--- src/rtl/vend_pkg.sv ---
// Shared vending-machine types and constants: FSM states, coin codes and the
// coin-to-units mapping used by the credit and change logic.
package vend_pkg;

  typedef enum logic [1:0] {
    StIdle   = 2'b00,
    StAccum  = 2'b01,
    StVend   = 2'b10,
    StRefund = 2'b11
  } vend_state_e;

  typedef enum logic [1:0] {
    CoinNone = 2'b00,
    Coin1    = 2'b01,
    Coin2    = 2'b10,
    Coin5    = 2'b11
  } coin_type_e;

  localparam int unsigned DefaultPrice      = 6;
  localparam int unsigned DefaultMaxCredit  = 8;
  localparam int unsigned DefaultAckTimeout = 15;

  function automatic logic [3:0] coin_value(logic [1:0] code);
    case (coin_type_e'(code))
      Coin1:   return 4'd1;
      Coin2:   return 4'd2;
      Coin5:   return 4'd5;
      default: return 4'd0;
    endcase
  endfunction

endpackage

--- src/rtl/vend_timeout_ctr.sv ---
// Dispenser acknowledge timeout counter: counts enabled cycles from a clear and
// flags the cycle in which the count sits at Terminal-1.
module vend_timeout_ctr #(
  parameter int unsigned Terminal = 15
) (
  input  logic clk_i,
  input  logic rst_ni,
  input  logic clr_i,
  input  logic en_i,
  output logic tc_o
);

  localparam int unsigned CntW = (Terminal > 1) ? $clog2(Terminal) : 1;
  localparam logic [CntW-1:0] LastCnt = CntW'(Terminal - 1);

  logic [CntW-1:0] cnt_q, cnt_d;

  assign tc_o = (cnt_q == LastCnt);

  always_comb begin
    cnt_d = cnt_q;
    if (clr_i) begin
      cnt_d = '0;
    end else if (en_i && !tc_o) begin
      // Saturate at the terminal count so a stalled enable never wraps.
      cnt_d = cnt_q + CntW'(1);
    end
  end

  always_ff @(posedge clk_i or negedge rst_ni) begin
    if (!rst_ni) begin
      cnt_q <= '0;
    end else begin
      cnt_q <= cnt_d;
    end
  end

endmodule

--- src/rtl/coin_credit_fsm.sv ---
// Coin acceptor and credit accumulator: sums coins, requests a vend at the
// item price, and handles dispenser handshake, cancel/refund and ack timeout.
module coin_credit_fsm
  import vend_pkg::*;
#(
  parameter int unsigned Price      = DefaultPrice,
  parameter int unsigned MaxCredit  = DefaultMaxCredit,
  parameter int unsigned AckTimeout = DefaultAckTimeout
) (
  input  logic       clk_i,
  input  logic       rst_ni,
  input  logic       coin_valid_i,
  input  logic [1:0] coin_type_i,
  input  logic       cancel_i,
  input  logic       vend_ack_i,
  output logic [3:0] amount_o,
  output logic       vend_req_o,
  output logic       refund_req_o,
  output logic       coin_reject_o,
  output logic       busy_o
);

  localparam logic [4:0] Price5     = 5'(Price);
  localparam logic [4:0] MaxCredit5 = 5'(MaxCredit);

  vend_state_e state_q, state_d;
  logic [3:0]  credit_q, credit_d;
  logic        reject_q, reject_d;
  logic        vend_req_q, refund_req_q, busy_q;

  logic [4:0]  cand;
  logic        coin_ok;
  logic        tmo_tc;

  vend_timeout_ctr #(
    .Terminal (AckTimeout)
  ) u_timeout (
    .clk_i  (clk_i),
    .rst_ni (rst_ni),
    .clr_i  (state_q != StVend),
    .en_i   ((state_q == StVend) && !vend_ack_i),
    .tc_o   (tmo_tc)
  );

  // Five-bit sum so an over-limit coin cannot wrap below MaxCredit.
  assign cand    = {1'b0, credit_q} + {1'b0, coin_value(coin_type_i)};
  assign coin_ok = (coin_type_e'(coin_type_i) != CoinNone) && (cand <= MaxCredit5);

  always_comb begin
    state_d  = state_q;
    credit_d = credit_q;
    reject_d = 1'b0;

    unique case (state_q)
      StIdle, StAccum: begin
        if (state_q == StAccum && cancel_i) begin
          state_d  = StRefund;
          reject_d = coin_valid_i;
        end else if (coin_valid_i) begin
          if (coin_ok) begin
            credit_d = cand[3:0];
            state_d  = (cand >= Price5) ? StVend : StAccum;
          end else begin
            reject_d = 1'b1;
          end
        end
      end
      StVend: begin
        reject_d = coin_valid_i;
        if (vend_ack_i) begin
          credit_d = '0;
          state_d  = StIdle;
        end else if (tmo_tc) begin
          state_d = StRefund;
        end
      end
      StRefund: begin
        reject_d = coin_valid_i;
        if (vend_ack_i) begin
          credit_d = '0;
          state_d  = StIdle;
        end
      end
      default: state_d = StIdle;
    endcase
  end

  always_ff @(posedge clk_i or negedge rst_ni) begin
    if (!rst_ni) begin
      state_q      <= StIdle;
      credit_q     <= '0;
      reject_q     <= 1'b0;
      vend_req_q   <= 1'b0;
      refund_req_q <= 1'b0;
      busy_q       <= 1'b0;
    end else begin
      state_q      <= state_d;
      credit_q     <= credit_d;
      reject_q     <= reject_d;
      vend_req_q   <= (state_d == StVend);
      refund_req_q <= (state_d == StRefund);
      busy_q       <= (state_d == StVend) || (state_d == StRefund);
    end
  end

  assign amount_o      = credit_q;
  assign vend_req_o    = vend_req_q;
  assign refund_req_o  = refund_req_q;
  assign coin_reject_o = reject_q;
  assign busy_o        = busy_q;

endmodule

--- config.mk ---
export PLATFORM = sky130hd
export DESIGN_NAME = coin_credit_fsm
export DESIGN_NICKNAME = d
export VERILOG_FILES = /design/src/rtl/vend_pkg.sv /design/src/rtl/vend_timeout_ctr.sv /design/src/rtl/coin_credit_fsm.sv
export SDC_FILE = /design/constraint.sdc
export NUM_CORES = 1
export LEC_CHECK = 0
export CAP_MARGIN = 20
export CORE_MARGIN = 8
export CORE_UTILIZATION = 35
export DETAILED_ROUTE_END_ITERATION = 10
export PLACE_DENSITY = 0.59
export SYNTH_ARGS = -nofsm -noshare
export SYNTH_HDL_FRONTEND = slang
export SYNTH_HIERARCHICAL = 1
export SYNTH_SLANG_ARGS = --single-unit
--- constraint.sdc ---
create_clock -name clk_i -period 2.1 [get_ports clk_i]
set_clock_uncertainty 0.15 [all_clocks]
set_input_delay 0.525 -clock clk_i [delete_from_list [all_inputs] [get_ports clk_i]]
set_output_delay 0.525 -clock clk_i [all_outputs]
set_load 0.03 [all_outputs]
* After elaboration in Yosys (flattened, before gate mapping)
Cells that the tools add are included.
** Storage, ports and cells
- Register bits after elaboration :: 14
- Latch bits :: 0
- Memory bits (writable) :: 0
- Memory bits (read-only) :: 0
- Bits of input ports :: 7
- Output and inout bits :: 8
- Word-level logic and storage cells :: 58
- Memories :: 0
** Cells by class
- $add $sub $neg :: 2
- Multiply operators :: 0
- Div/mod/pow operators :: 0
- Magnitude comparators :: 2
- Equal/unequal tests :: 14
- Shift-type cells :: 0
- Multiplexer cells :: 20
- Bitwise operators :: 0
- Reduce and logical (&&, ||, !) cells :: 13
** Operators with widths (number)
- $mux W4 :: 6
- $mux W2 :: 7
- $eq A2 B2 Y1 const B :: 6
- $pmux W3 S3 :: 1
- $ne A2 B2 Y1 const B :: 4
- $pmux W4 S2 :: 1
- $pmux W2 S3 :: 1
- $add A4 B4 Y5 :: 1
- $ge A5 B3 Y1 const B :: 1
- $le A5 B4 Y1 const B :: 1
- $add A4 B1 Y4 const B :: 1
- $eq A2 B1 Y1 const B :: 2
- $eq A4 B4 Y1 const B :: 1
- $logic_and A1 B1 Y1 :: 4
- $reduce_and A4 Y1 :: 1
- $reduce_bool A2 Y1 :: 2
- $reduce_or A2 Y1 :: 2
- $mux W1 :: 3
- $logic_not A1 Y1 :: 2
- $logic_not A2 Y1 :: 1
- $ne A2 B1 Y1 const B :: 1
- $pmux W1 S2 :: 1
- $logic_or A1 B1 Y1 :: 1

* Longest topological paths before layout
- Word-level depth :: 11
- Depth in mapped cells :: 9

* Cells and area by module
Netlist, hierarchy kept.
** Modules (own cells, without submodules)
- coin_credit_fsm :: instances 1, cells each 75, area an instance 675.6 sq um, sequential area each 250.2 sq um
- vend_timeout_ctr :: instances 1, cells each 24, area an instance 221.5 sq um, sequential area each 100.1 sq um

* Worst setup path after synthesis
OpenSTA, ideal clock, no wires.
- Path type :: in2reg
- From :: input coin_type_i[0]
- To :: register busy_q (netlist: busy_o)
- Setup time :: 0.119 ns
- Arrival :: 2.268 ns
- Setup slack :: -0.437 ns
- Stages on the path :: 7
- Buffers on the path :: 1
- Cell sequence :: clkbuf_1 > ha_1 > fa_1 > or4_4 > a31oi_4 > o21ai_1 > and2_1
** Between the ends
- Longest elaborated chain between the ends :: 11
- Elaborated cells on any way between the ends :: 17
- Those cells by class :: add/sub (1); order compare (2); eq/ne (5); mux (6); reduce/logical (3)
** RTL lines
- start, declared :: RTL line coin_credit_fsm.sv:13 : input logic [1:0] coin_type_i,
- $eq A2 B2 Y1 or $eq A2 B1 Y1 (tied branches) :: RTL line vend_pkg.sv:24 : case (coin_type_e'(code))
- $pmux W3 S3 :: RTL line vend_pkg.sv:24
- $add A4 B4 Y5 :: RTL line coin_credit_fsm.sv:46 : assign cand = {1'b0, credit_q} + {1'b0, coin_value(coin_type_i)};
- $ge A5 B3 Y1 or $le A5 B4 Y1 (tied branches) :: RTL line coin_credit_fsm.sv:62, coin_credit_fsm.sv:47
- $mux W2 or $logic_and A1 B1 Y1 (tied branches) :: RTL line coin_credit_fsm.sv:62, coin_credit_fsm.sv:47
- $mux W2 (*) :: RTL line coin_credit_fsm.sv:60 : if (coin_ok) begin
- $mux W2 (*) :: RTL line coin_credit_fsm.sv:59 : end else if (coin_valid_i) begin
- $mux W2 (*) :: RTL line coin_credit_fsm.sv:56 : if (state_q == StAccum && cancel_i) begin
- $pmux W2 S3 (*) :: RTL line coin_credit_fsm.sv:54 : unique case (state_q)
- $eq A2 B2 Y1 :: RTL line coin_credit_fsm.sv:102 : busy_q <= (state_d == StVend) || (state_d == StRefund);
- $logic_or A1 B1 Y1 (*) :: RTL line coin_credit_fsm.sv:102
- end signal, assigned :: RTL line coin_credit_fsm.sv:102
- end, declared :: RTL line coin_credit_fsm.sv:29 : logic vend_req_q, refund_req_q, busy_q;
Every way passes the cells marked *; elsewhere a longest branch is shown, timed or not.
A chain may end at the register's enable or synchronous reset.

* Worst setup path after layout
- From :: register credit_q[0] (netlist: amount_o[0])
- To :: register credit_q[1] (netlist: amount_o[1])
** Between the ends
- Longest elaborated chain between the ends :: 5
- Elaborated cells on any way between the ends :: 9
- Those cells by class :: add/sub (1); order compare (1); eq/ne (1); mux (4); reduce/logical (2)
** RTL lines
- start, declared :: RTL line coin_credit_fsm.sv:27 : logic [3:0] credit_q, credit_d;
- start signal, assigned :: RTL line coin_credit_fsm.sv:98 : credit_q <= credit_d;
- $add A4 B4 Y5 (*) :: RTL line coin_credit_fsm.sv:46
- $le A5 B4 Y1 or $mux W4 (tied branches) :: RTL line coin_credit_fsm.sv:47, coin_credit_fsm.sv:60
- $logic_and A1 B1 Y1 or $mux W4 (tied branches) :: RTL line coin_credit_fsm.sv:47, coin_credit_fsm.sv:59
- $ne A2 B2 Y1 (no source line) or $mux W4 (tied branches)
- $reduce_and A4 Y1 (no source line) or $pmux W4 S2 (tied branches)
Every way passes the cells marked *; elsewhere a longest branch is shown, timed or not. The select of a mux whose other input is x is not followed.

==> reports/metrics.yaml <==
timing:
  hold_violations: 0
  timing.final.crit_share_pct: 106
  max_slew_margin_pct: 77.7
  fmax_mhz: 451
  finalSetupViolCount: 9
  rsz0062_at_grt: "yes"
  whs_ns: 0.358
  layout_setup_ws_ns: -0.118
  tightest_slew_ns: 0.335
  slew_viol_final: 0
  timing.final.crit_period_ns: 2.22
synth:
  synthMostInstantiatedCell: "dfrtp_1"
  synth.avg_cell_area_sq_um: 9.06
  async_flop_share_pct: 100
  synth_area_leaders: "dfrtp_1 (39%), ha_1 (7.0%), nand2_1 (5.4%)"
  synth_top_family_by_area: "compound AO/OA/AOI/OAI gates"
  syn_area_sq_um: 897
  yosysWarnings: 6
  synth_edf_count: 0
  synth_mux_area_share_pct: 1.12
  yosys.area_share.simple_pct: 22.6
  ys_seq_area_share_pct: 39.1
  synthAdderAreaFrac_pct: 9.21
  synthTopCellsByCount: "dfrtp_1 (14), nand2_1 (13), nor2_1 (7), o21ai_0 (7), a21oi_1 (6)"
  synth_top_area_share_pct: 39.1
  synth_cell_type_count: 38
  syn_nets: 112
  synth_compound_area_share_pct: 24.0
  synth_seq_cells: 14
  synth_xor_area_share_pct: 0.976
  ys.flop_type: "dfrtp_1"
  synthCells: 99
  synth_top_area_cell: "dfrtp_1"
worst_hold_path:
  min-delay-start: "u_timeout/cnt_q[3]$_DFFE_PN0P_"
  hold_depth: 1
  hold_path.class: "reg -> reg"
  holdPathEnd: "u_timeout/cnt_q[3]$_DFFE_PN0P_"
grt:
  grt_pass1_vias: 880
  antenna_found_initial: 0
  grt_pass1_wl_um: 4150
  grt_overflow_total: 0
  grt_max_degree: 15
  track_usage_pct: 11.9
die:
  die_area_sq_um: 4440
  die_y_um: 66.6
  initial_utilization_pct: 36.5
  io_pins: 15
  core.rowCount: 18
  die_x_um: 66.6
  core_area_sq_um: 2450
worst_setup_path:
  worst-r2r-setup-slack_ns: -0.12
  worst-path-buf-inv: 0
  cpMaxStageDelayCell: "fa_2"
  cp_top_family: "compound AO/OA/AOI/OAI gates"
  reg2reg_to: "amount_o[1]$_DFFE_PN0P_"
  cp_max_fo: 8
  r2r_start: "amount_o[0]$_DFFE_PN0P_"
  r2r_cells: 7
  arrival_ns: 2.27
  critPathLaunchType: "register"
  max_stage_delay_ns: 0.49
  crit_path_cell_trace: "ha_4, fa_2, o32a_1, o22ai_4, o21ba_4, nand2_1, o21ai_1"
  required_ns: 2.16
  critical_path_class: "reg -> reg"
  crit_path_end_kind: "register"
detailed_routing:
  via_count: 906
  wl_per_cell_um: 14.8
  route.detailed.drc: 0
  detail_route.iter0.violations: 43
  drt_wl_total_um: 2510
  viasPerCell: 5.36
  firstDrtPassIters: 4
  antenna_left: 0
final_layout:
  fin_util_pct: 55.1
  drive_above_1_share_pct: 35.3
  num_antenna_cells: 0
  nNetsFinal: 153
  syn2layout_area_growth_pct: 50.8
power_and_ir_drop:
  p_comb_share_pct: 59.8
  leakage_uw: 0.000617
  netSwitchingFraction_pct: 41.9
  power_frac_clock_pct: 13.0
  ir_drop_mv: 0.760
  p_per_area_nw_per_um2: 1140
  p_int_uw: 895
  switchingPower_uw: 647
  p_seq_share_pct: 27.2
  power.total_uw: 1540
job:
  drv_cap: 0
clock_tree:
  clock_latency_ns: 0.28
  clockBufferDepth: 2
  cts_root_buf: "clkbuf_4"
  cts_max_level: 1
  cts_tree: "done"
  hold_buffers: 0
  clkTransAtPathRegs_ns: 0.10
  cts_made_buffers: 3
  clock_sinks: 14
place:
  hpwl_um: 1850
  port_buffers: 14
  gp_congestion: 0.783
status:
  status: "finished with violations"
  violations: "setup timing"
## metrics by stage
stage          worst slack (ns)  instance area [sq um]  std cells  setup TNS (ns)
2_1_floorplan            -0.308                    902         99           -2.37
3_3_place_gp             -0.825                   1240        163           -7.09
3_5_place_dp             -0.849                   1240        163           -7.36
4_1_cts                  -0.178                   1340        168           -1.35
5_1_grt                  -0.186                   1350        169           -1.48
6_report                 -0.118                   1350        169          -0.904
## cell usage in the layout (no fill, tap or decap), types with 2 or more instances in the layout
master | netlist | routed
buf_4 | 1 | 26
dfrtp_1 | 14 | 14
nand2_1 | 13 | 12
clkdlybuf4s50_1 | 0 | 8
nor2_1 | 7 | 7
a21oi_1 | 6 | 5
nand3_1 | 4 | 4
o21ai_0 | 7 | 4
o21ai_1 | 4 | 4
dlygate4sd2_1 | 0 | 4
or3_1 | 3 | 3
and2_1 | 4 | 3
ha_1 | 5 | 3
clkbuf_4 | 0 | 3
a21oi_2 | 1 | 2
o21ai_2 | 0 | 2
nand4_1 | 2 | 2
o31ai_1 | 2 | 2
ha_4 | 0 | 2
inv_2 | 2 | 2
## routing by layer
layer	vias to the layer above	routed length (um)	global-route usage, %	share of wire (%)
met5	-	0	0	0
met2	34	1190	19.6	48
met3	0	208	3.69	8.3
li1	438	-	-	-
met4	0	0	1.60	0
met1	434	1100	15.2	44
## timing repair
item	4_1_cts	5_1_grt
buffers inserted	1	1
setup endpoints to repair	12	9
pin swaps	12	9
gates resized for setup	23	7
## power by group through the flow
stage          combinational (uW)  clock (uW)  sequential [uW]
6_report                      921         201              420
3_3_place_gp                  798           0              422
2_1_floorplan                 351           0              521
5_1_grt                       991         219              431
4_1_cts                       875         205              421
3_5_place_dp                  815           0              423
## kinds of logic (layout without fill, tap and decap cells)
group	count (synthesis)	in the layout
compound gates	31	31
flops	14	14
mux	1	1
xor+xnor	1	1
fa+ha+maj	6	6
buf+inv	6	46
simple gates	40	40
## registers in the layout, summed over array words and instances (netlist names)
signal	cells
u_timeout/cnt_q	4
state_q	2
coin_reject_o	1
vend_req_o	1
amount_o	4
refund_req_o	1
busy_o	1
## cell type report
type	instances	area, sq um
clock buffers	4	36.3
fillers	231	1100
inverters	3	11.3
multi-input cells	79	602
flip-flops and latches	14	350
well taps	30	37.5
repair buffers	39	315
## how the worst max path moves through the flow
stage | start | endpoint | depth (start not counted) | slack [ns]
floorplan | coin_type_i[0] | busy_o$_DFF_PN0_ | 7 | -0.31
global placement | coin_type_i[0] | state_q[0]$_DFF_PN0_ | 8 | -0.82
detailed placement | coin_type_i[0] | amount_o[0]$_DFFE_PN0P_ | 7 | -0.85
CTS | amount_o[0]$_DFFE_PN0P_ | amount_o[3]$_DFFE_PN0P_ | 7 | -0.18
global route | amount_o[0]$_DFFE_PN0P_ | state_q[0]$_DFF_PN0_ | 7 | -0.19
finish | amount_o[0]$_DFFE_PN0P_ | amount_o[1]$_DFFE_PN0P_ | 7 | -0.12
(Power assumes the default switching activity.)
